`config.mk`:
```
export PLATFORM = sky130hd
export DESIGN_NAME = tsal_controller
export DESIGN_NICKNAME = d
export VERILOG_FILES = /design/src/rtl/tsal_controller.sv
export SDC_FILE = /design/constraint.sdc
export NUM_CORES = 1
export LEC_CHECK = 0
export BUFFER_PORTS_ARGS = -buffer_cell sky130_fd_sc_hd__buf_4
export CAP_MARGIN = 0
export CORE_UTILIZATION = 45
export CTS_BUF_LIST = sky130_fd_sc_hd__clkbuf_4 sky130_fd_sc_hd__clkbuf_8 sky130_fd_sc_hd__clkbuf_16
export CTS_CLUSTER_DIAMETER = 30
export DETAILED_ROUTE_END_ITERATION = 8
export GPL_ROUTABILITY_DRIVEN = 0
export SLEW_MARGIN = 15
export SYNTH_ARGS = -nofsm -noshare
export SYNTH_HDL_FRONTEND = slang
export SYNTH_SLANG_ARGS = --single-unit
```
`constraint.sdc`:
```
create_clock -name clk -period 1.7 [get_ports clk]
set_input_delay 0.17 -clock clk [delete_from_list [all_inputs] [get_ports clk]]
set_output_delay 0.17 -clock clk [all_outputs]
set_load 0.02 [all_outputs]
```
`src/rtl/tsal_controller.sv`:
```
// TSAL sequencing controller: synchronises and debounces the HV-present, AIR-closed
// and sense-wire inputs, runs the power-up lamp test, watches HV/AIR plausibility
// and drives the red/green enables of the pulse generator. Faults latch with both
// lamps dark until an explicit, qualified clear.
module tsal_controller #(
    parameter int DEBOUNCE_CYCLES = 8000,
    parameter int LAMP_CYCLES     = 800000,
    parameter int PLAUS_CYCLES    = 40000000
) (
    input  logic       clk,
    input  logic       rst,
    input  logic       hv_present,
    input  logic       air_closed,
    input  logic       sense_ok,
    input  logic       fault_clr,
    output logic       red_ctrl,
    output logic       green_ctrl,
    output logic       fault,
    output logic [1:0] state
);

    localparam int NUM_IN = 3;
    localparam int HV     = 0;
    localparam int AIR    = 1;
    localparam int SNS    = 2;
    localparam int DB_W   = $clog2(DEBOUNCE_CYCLES + 1);
    localparam int LC_W   = $clog2(LAMP_CYCLES + 1);
    localparam int PC_W   = $clog2(PLAUS_CYCLES + 1);

    typedef enum logic [1:0] {
        S_LAMP   = 2'b00,
        S_SAFE   = 2'b01,
        S_ACTIVE = 2'b10,
        S_FAULT  = 2'b11
    } state_t;

    logic [NUM_IN-1:0] w_raw;
    logic [NUM_IN-1:0] r_sync1;
    logic [NUM_IN-1:0] r_sync2;
    logic [NUM_IN-1:0] r_db;
    logic [DB_W-1:0]   r_dbcnt [NUM_IN];
    logic [LC_W-1:0]   r_lamp_cnt;
    logic [PC_W-1:0]   r_pc;
    state_t            r_state;
    state_t            w_next;
    logic              w_mismatch;
    logic              w_pc_hit;
    logic              w_run;

    assign w_raw      = {sense_ok, air_closed, hv_present};
    assign w_mismatch = r_db[HV] != r_db[AIR];
    assign w_run      = (r_state == S_SAFE) || (r_state == S_ACTIVE);
    // Fault fires on the cycle the counter would reach the limit, so the state
    // changes right after exactly PLAUS_CYCLES mismatched cycles.
    assign w_pc_hit   = w_mismatch && (r_pc >= PC_W'(PLAUS_CYCLES - 1));
    assign state      = r_state;

    // Two-flop synchronisers for the asynchronous sense inputs.
    always_ff @(posedge clk or negedge rst) begin
        if (!rst) begin
            r_sync1 <= '0;
            r_sync2 <= '0;
        end else begin
            r_sync1 <= w_raw;
            r_sync2 <= r_sync1;
        end
    end

    // Debouncers: accept the synced value after DEBOUNCE_CYCLES consecutive disagreements.
    always_ff @(posedge clk or negedge rst) begin
        if (!rst) begin
            r_db <= '0;
            for (int i = 0; i < NUM_IN; i++) r_dbcnt[i] <= '0;
        end else begin
            for (int i = 0; i < NUM_IN; i++) begin
                if (r_sync2[i] != r_db[i]) begin
                    if (r_dbcnt[i] == DB_W'(DEBOUNCE_CYCLES - 1)) begin
                        r_db[i]    <= r_sync2[i];
                        r_dbcnt[i] <= '0;
                    end else begin
                        r_dbcnt[i] <= r_dbcnt[i] + DB_W'(1);
                    end
                end else begin
                    r_dbcnt[i] <= '0;
                end
            end
        end
    end

    // Lamp-test timer: runs only while in LAMP, parks at the limit.
    always_ff @(posedge clk or negedge rst) begin
        if (!rst) begin
            r_lamp_cnt <= '0;
        end else if (r_state != S_LAMP) begin
            r_lamp_cnt <= '0;
        end else if (r_lamp_cnt != LC_W'(LAMP_CYCLES)) begin
            r_lamp_cnt <= r_lamp_cnt + LC_W'(1);
        end
    end

    // Plausibility counter: length of the current HV/AIR disagreement while operating.
    always_ff @(posedge clk or negedge rst) begin
        if (!rst) begin
            r_pc <= '0;
        end else if (w_run && w_mismatch) begin
            if (r_pc != PC_W'(PLAUS_CYCLES)) r_pc <= r_pc + PC_W'(1);
        end else begin
            r_pc <= '0;
        end
    end

    // State register.
    always_ff @(posedge clk or negedge rst) begin
        if (!rst) r_state <= S_LAMP;
        else      r_state <= w_next;
    end

    // Next-state logic; fault entry outranks the SAFE/ACTIVE swap.
    always_comb begin
        w_next = r_state;
        case (r_state)
            S_LAMP: begin
                if (r_lamp_cnt >= LC_W'(LAMP_CYCLES))
                    w_next = r_db[HV] ? S_ACTIVE : S_SAFE;
            end
            S_SAFE, S_ACTIVE: begin
                if (!r_db[SNS] || w_pc_hit)
                    w_next = S_FAULT;
                else if (r_state == S_SAFE && r_db[HV])
                    w_next = S_ACTIVE;
                else if (r_state == S_ACTIVE && !r_db[HV])
                    w_next = S_SAFE;
            end
            S_FAULT: begin
                if (fault_clr && r_db[SNS] && !w_mismatch)
                    w_next = r_db[HV] ? S_ACTIVE : S_SAFE;
            end
            default: w_next = S_LAMP;
        endcase
    end

    // Registered outputs decoded from the next state so they track the state register.
    always_ff @(posedge clk or negedge rst) begin
        if (!rst) begin
            red_ctrl   <= 1'b0;
            green_ctrl <= 1'b0;
            fault      <= 1'b0;
        end else begin
            red_ctrl   <= (w_next == S_LAMP) || (w_next == S_ACTIVE);
            green_ctrl <= (w_next == S_LAMP) || (w_next == S_SAFE);
            fault      <= (w_next == S_FAULT);
        end
    end

endmodule
```
## Word-level counts from Yosys, hierarchy flattened

Cells that the tools add are included.

| storage, ports and cells | value |
|---|---|
| word-level logic and storage cells | 75 |
| flip-flop bits (word level) | 99 |
| output and inout port bits | 5 |

| cells by class | value |
|---|---|
| eq/ne operators | 16 |
| $add $sub $neg | 5 |
| order comparisons | 2 |
| reduce and logical (&&, ||, !) cells | 21 |
| multiplexer cells | 17 |

Operators by type and width:

| operator | count |
|---|---|
| 13-bit two-way mux | 6 |
| 26-bit two-way mux | 2 |
| 20-bit two-way mux | 2 |
| 13-bit by 1-bit adder with 13-bit output (second input constant) | 3 |
| 13-bit == test (second input constant) | 3 |
| 26-bit by 1-bit adder with 26-bit output (second input constant) | 1 |
| 26-bit greater-or-equal comparator (second input constant) | 1 |
| 26-bit != test (second input constant) | 1 |
| 20-bit by 1-bit adder with 20-bit output (second input constant) | 1 |
| 20-bit greater-or-equal comparator (second input constant) | 1 |
| 20-bit != test (second input constant) | 1 |
| 2-bit two-way mux | 6 |
| 2-bit == test (second input constant) | 4 |
| 1-bit logical AND | 6 |
| 2-bit one-hot mux with 3 select lines | 1 |
| 2-bit AND reduction | 3 |
| 2-bit by 1-bit == test with 1-bit output (second input constant) | 2 |
| 2-bit zero test | 2 |
| 1-bit logical OR | 4 |
| 1-bit != test | 4 |
| 2-bit nonzero test | 2 |
| 1-bit zero test | 3 |
| 2-bit by 1-bit != test with 1-bit output (second input constant) | 1 |
| 2-bit OR reduction | 1 |

## Depth between registers and ports, before layout

| depth | value |
|---|---|
| depth after elaboration | 8 |
| mapped depth | 8 |

## Least setup slack after synthesis

OpenSTA, ideal clock, no wires.

| timing | value |
|---|---|
| kind | reg2reg |
| start point | register r_state[0], in the netlist state[0] |
| end point | register r_lamp_cnt[10] |
| cell stages (with the launch flop) | 8 |
| library setup time | 0.132 ns |
| slack | -0.168 ns |
| data required time | 1.568 ns |
| arrival | 1.736 ns |
| path through | dfrtp_1 inv_1 ha_1 clkbuf_1 inv_1 clkbuf_1 buf_1 nor2_1 |

| on the way | value |
|---|---|
| word-level cells in the longest chain between the ends | 2 |
| elaborated cells between the ends (all ways) | 3 |
| classes of those cells | 1 x mux; 2 x reduce/logical |

Ends and longest elaborated chain:

| element | line | RTL |
|---|---|---|
| start, declared | 44 | `state_t r_state;` |
| start signal, assigned | 115 | `else r_state <= w_next;` |
| 2-bit nonzero test (*) | 94 | `end else if (r_state != S_LAMP) begin` |
| 20-bit two-way mux / 2-bit nonzero test (equally long branches) | - |  |
| end signal, assigned | 97 | `r_lamp_cnt <= r_lamp_cnt + LC_W'(1);` |
| end, declared | 42 | `logic [LC_W-1:0] r_lamp_cnt;` |

Every way passes the cells marked *; elsewhere a longest branch is shown, timed or not.
A chain may end at the register's enable or synchronous reset.

## Worst setup path after layout

| timing | value |
|---|---|
| start point | register r_pc[23] |
| end point | register r_pc[1] |

| on the way | value |
|---|---|
| word-level cells in the longest chain between the ends | 2 |

Ends and longest elaborated chain:

| element | line | RTL |
|---|---|---|
| start, declared | 43 | `logic [PC_W-1:0] r_pc;` |
| start signal, assigned | 106 | `if (r_pc != PC_W'(PLAUS_CYCLES)) r_pc <= r_pc + PC_W'(1);` |
| 26-bit != test | 106 |  |
| 2-bit by 1-bit != test with 1-bit output (no source line) | - |  |

Every way passes these cells.

==> run summary <==
PWR
-----------------------------------------------------------------------------------------
Leakage dissipation ........................................................      2.60 nW
Pint .......................................................................      3.29 mW
Areal power density over the cells .........................................  692 nW/um^2
Clock share of power .......................................................        39.7%
Net switching fraction of the power ........................................        21.7%
Sequential share of power ..................................................        57.0%
Peak VDD IR ................................................................       507 uV
Switching pwr ..............................................................       911 uW
Power share of the combinational group .....................................         3.3%

PLACED DESIGN
-----------------------------------------------------------------------------------------
Number of input and output port buffers inserted ...........................           10
Total instance count after detailed placement ..............................          673
Detailed-placement wirelength estimate .....................................      6.50 mm
Instance area after placement ..............................................   5520 sq um

WORST SETUP PATH
-----------------------------------------------------------------------------------------
Crit path from ............................................................. r_pc[23]$_DFFE_PN0P_
Critical Path Source Type ..................................................     register
Ordered list of cells on the worst path .................................... or4b_4 > nor4_4 > mux2i_1 > nor2_1
Critical Path Slowest Stage Cell ...........................................       or4b_4
Reg2reg start .............................................................. r_pc[23]$_DFFE_PN0P_
Worst endpoint data arrival time ...........................................      1.99 ns
Critical setup path kind ...................................................      reg2reg
Data required time of the critical path ....................................      1.97 ns
Delay of the slowest cell on the worst path ................................      0.56 ns
Highest fanout seen on the critical path ...................................            3
Critical path capture point type ...........................................     register

FLOORPLAN
-----------------------------------------------------------------------------------------
Die width ..................................................................       107 um
Starting utilization of the core area ......................................        46.1%
Core area .................................................................. 10,800 sq um
DIE AREA ................................................................... 11,500 sq um
I/O pin cnt ................................................................           11
Height of the die ..........................................................       107 um
Row Count ..................................................................           38

CLOCK NETWORK
-----------------------------------------------------------------------------------------
Buffer depth of the longest clock path .....................................            2
# H-tree levels ............................................................            3
Register clock-pin slew on the reported worst setup and hold paths .........      0.09 ns
Number of sinks on the clock net ...........................................           99
TritonCTS clock tree .......................................................        built
Later-pin clock latency in the skew report .................................      0.38 ns
Num CTS Buffers ............................................................            9
Root Buffer Master .........................................................     clkbuf_8

CELLS AND AREA
-----------------------------------------------------------------------------------------
Commonest cells after routing, fill and taps aside ......................... dfrtp_1 (95), nor2_1 (85), buf_4 (60)
Final std cell area, no fill ...............................................   6070 sq um
Fin cells ..................................................................          708
Commonest non-fill, non-tap cell in the layout .............................      dfrtp_1
NumNets Final ..............................................................          580
Proportion of layout cells with a drive suffix above 1 .....................        24.5%
Layout overhead on the synthesized area ....................................        21.5%
Final standard cell utilization of the core ................................        56.0%
N_diodes ...................................................................            0

DRT
-----------------------------------------------------------------------------------------
Via count normalized by instance count .....................................         5.16
Routed Wire Length .........................................................      9.65 mm
DRC violation total after the first TritonRoute iteration ..................          135
Number of design rule violations left after detail routing .................            0
Total iterations of the first detailed-routing run .........................            4
Final routed wire length divided by cell count .............................      13.6 um
Detailed-route via count ...................................................        3,654
Number of antenna-violating nets in the routed design ......................            0

GLOBAL ROUTE
-----------------------------------------------------------------------------------------
Maximum number of pins on one net before global-route repair ...............           34
Via count of the first global-routing pass .................................        3,635
Global-route wire length before repair .....................................      16.4 mm
Most Used Layer, Global Route ..............................................         met2
Number of antenna violations at the first check in global routing ..........            0
GR met1 Demand/Resource ....................................................        23.0%
Met3 layer usage reported by global route ..................................        4.96%
Grt total ovfl .............................................................            0
Met2 usage in global routing ...............................................        30.1%
Global Route Usage Sum .....................................................        18.2%

SYNTH
-----------------------------------------------------------------------------------------
Cell type with the highest aggregate area in the netlist ...................      dfrtp_1
Yosys warning total ........................................................            0
Proportion of register bits with asynchronous set or reset after synthesis .         100%
Syn Nets ...................................................................          515
Share of the synthesized area in the top cell type .........................        49.6%
Mapped cell area ...........................................................   5000 sq um
Synthesized instance count .................................................          498
Cell types occupying the most area after synthesis ......................... dfrtp_1 (50%), xor2_1 (6.7%), nor2_1 (6.5%), xnor2_1 (6.3%), nand3_1 (3.5%)
Mean post-synth cell area ..................................................   10.0 sq um
Number of flip-flops and latches in the synthesized netlist ................           99
Number of distinct library cells after synthesis ...........................           55
Most instantiated flip-flop cell in the synthesis netlist ..................      dfrtp_1
Count of flip-flops with a built-in enable after synthesis .................            0
Fraction of the yosys area taken by sequential cells .......................        49.6%

TIMING
-----------------------------------------------------------------------------------------
Final Critical Period ......................................................      1.72 ns
Max Transition Viols Final .................................................            0
Endpoints failing hold .....................................................            0
Post-layout worst setup margin .............................................   -0.0188 ns
Sum of negative setup slack ................................................   -0.0188 ns
Unrepaired setup endpoints after global routing ............................         true
F_max ......................................................................    0.582 GHz
Final count of negative-setup-slack endpoints ..............................            1
Slew at the pin closest to its max-slew limit ..............................     0.457 ns
Max-slew headroom at the worst pin .........................................        69.5%
Max Clock Skew .............................................................   0.00798 ns
Post-route clock period utilization ........................................         101%
Worst Hold Margin ..........................................................     0.268 ns

RUN STATUS
-----------------------------------------------------------------------------------------
Result of the run .......................................................... finished with violations
Violations in the final reports ............................................ setup timing

FLOW RUN
-----------------------------------------------------------------------------------------
# Max-Cap Violations .......................................................            0

MIN PATH
-----------------------------------------------------------------------------------------
Type of the worst min-delay path ...........................................     in2async

worst max-delay path, delay by kind of cell, from the launching register on:
kind             cells  cell delay, ns
AND/OR/NAND/NOR      3            0.99
flip-flops           1            0.40
multiplexers         1            0.23
final timing paths:
kind	slack, ns	endpoint	cells past startpoint
max reg2reg	-0.02	r_pc[1]$_DFFE_PN0P_	4
max	-0.02	r_pc[1]$_DFFE_PN0P_	4
min reg2reg	0.35	r_sync2[2]$_DFF_PN0_	0
max in group asynchronous	0.86	r_lamp_cnt[19]$_DFFE_PN0P_	3
min	0.27	r_dbcnt[26]$_DFF_PN0_	2
min in group clk	0.35	r_sync2[2]$_DFF_PN0_	0
power by group through the flow:
| stage | Sequential (mW) | Clock (mW) | Combinational [mW] |
|---|---|---|---|
| 3_3_place_gp | 2.44 | 0 | 0.128 |
| 5_1_grt | 2.40 | 1.82 | 0.163 |
| 4_1_cts | 2.40 | 1.73 | 0.140 |
| 2_1_floorplan | 2.44 | 0 | 0.0484 |
| 6_report | 2.39 | 1.67 | 0.140 |
| 3_5_place_dp | 2.44 | 0 | 0.132 |
layer usage:
layer	up-vias	share of wire (%)
li1	1831	-
met1	1777	48
met2	35	49
met3	11	2.5
met4	0	1.2
met5	-	0
per-stage QoR:
step	setup WS, ns	power (mW)
after floorplan	-0.0260	2.49
after global placement	0.00791	2.57
after detailed placement	-0.0152	2.57
after CTS	-0.00802	4.27
after global routing	-0.0604	4.38
final	-0.0188	4.20
synth_stat cells (2+ instances only):
cell type and count:
dfrtp_1 99, nor2_1 87, xor2_1 38, xnor2_1 36
nand3_1 35, nand2_1 31, inv_1 17, nor3_1 15
nand4_1 12, a21oi_1 11, ha_1 11, and3_1 9
o21ai_0 9, and4_1 8, nor4_1 6, or3_1 6
and2_1 5, buf_2 5, clkbuf_1 5, a221oi_1 3
mux2_2 3, mux2i_1 3, nor2b_1 3, nor4_2 3
a221o_1 2, a31oi_1 2, and4bb_2 2, nand3_2 2
nor4_4 2, o311a_1 2, or2_2 2
kinds of logic after synthesis:
family	count (synthesis)	synth area share, %
flops	99	49.6
xor+xnor	74	13.0
simple gates	240	25.5
fa+ha+maj	11	2.75
mux	7	1.58
buf+inv	30	2.60
compound gates	37	5.01
area by class of cell:
| cell class | count | area, sq um |
|---|---|---|
| fillers | 958 | 4770 |
| multi-input cells | 369 | 2580 |
| flip-flops and latches | 99 | 2480 |
| repair buffers | 67 | 551 |
| well taps | 140 | 175 |
| clock buffers | 11 | 139 |
| clock inverters | 5 | 77.6 |
| inverters | 17 | 63.8 |
registers in the layout, indices dropped and copies added (netlist names):
register and flops:
fault 1, green_ctrl 1, r_db 3, r_dbcnt 39
r_lamp_cnt 20, r_pc 26, r_sync1 3, r_sync2 3
red_ctrl 1, state 2
what timing repair did:
action / CTS / global route
pin swaps: 2 / 13
cloned: 0 / 0
gates resized for setup: 7 / 38
hold endpoints to repair: 33 / 0
endpoints found under the setup margin: 12 / 60
setup buffers: 5 / 10
hold buffers: 4 / 0
No activity file was read; power rests on OpenSTA's default activity.
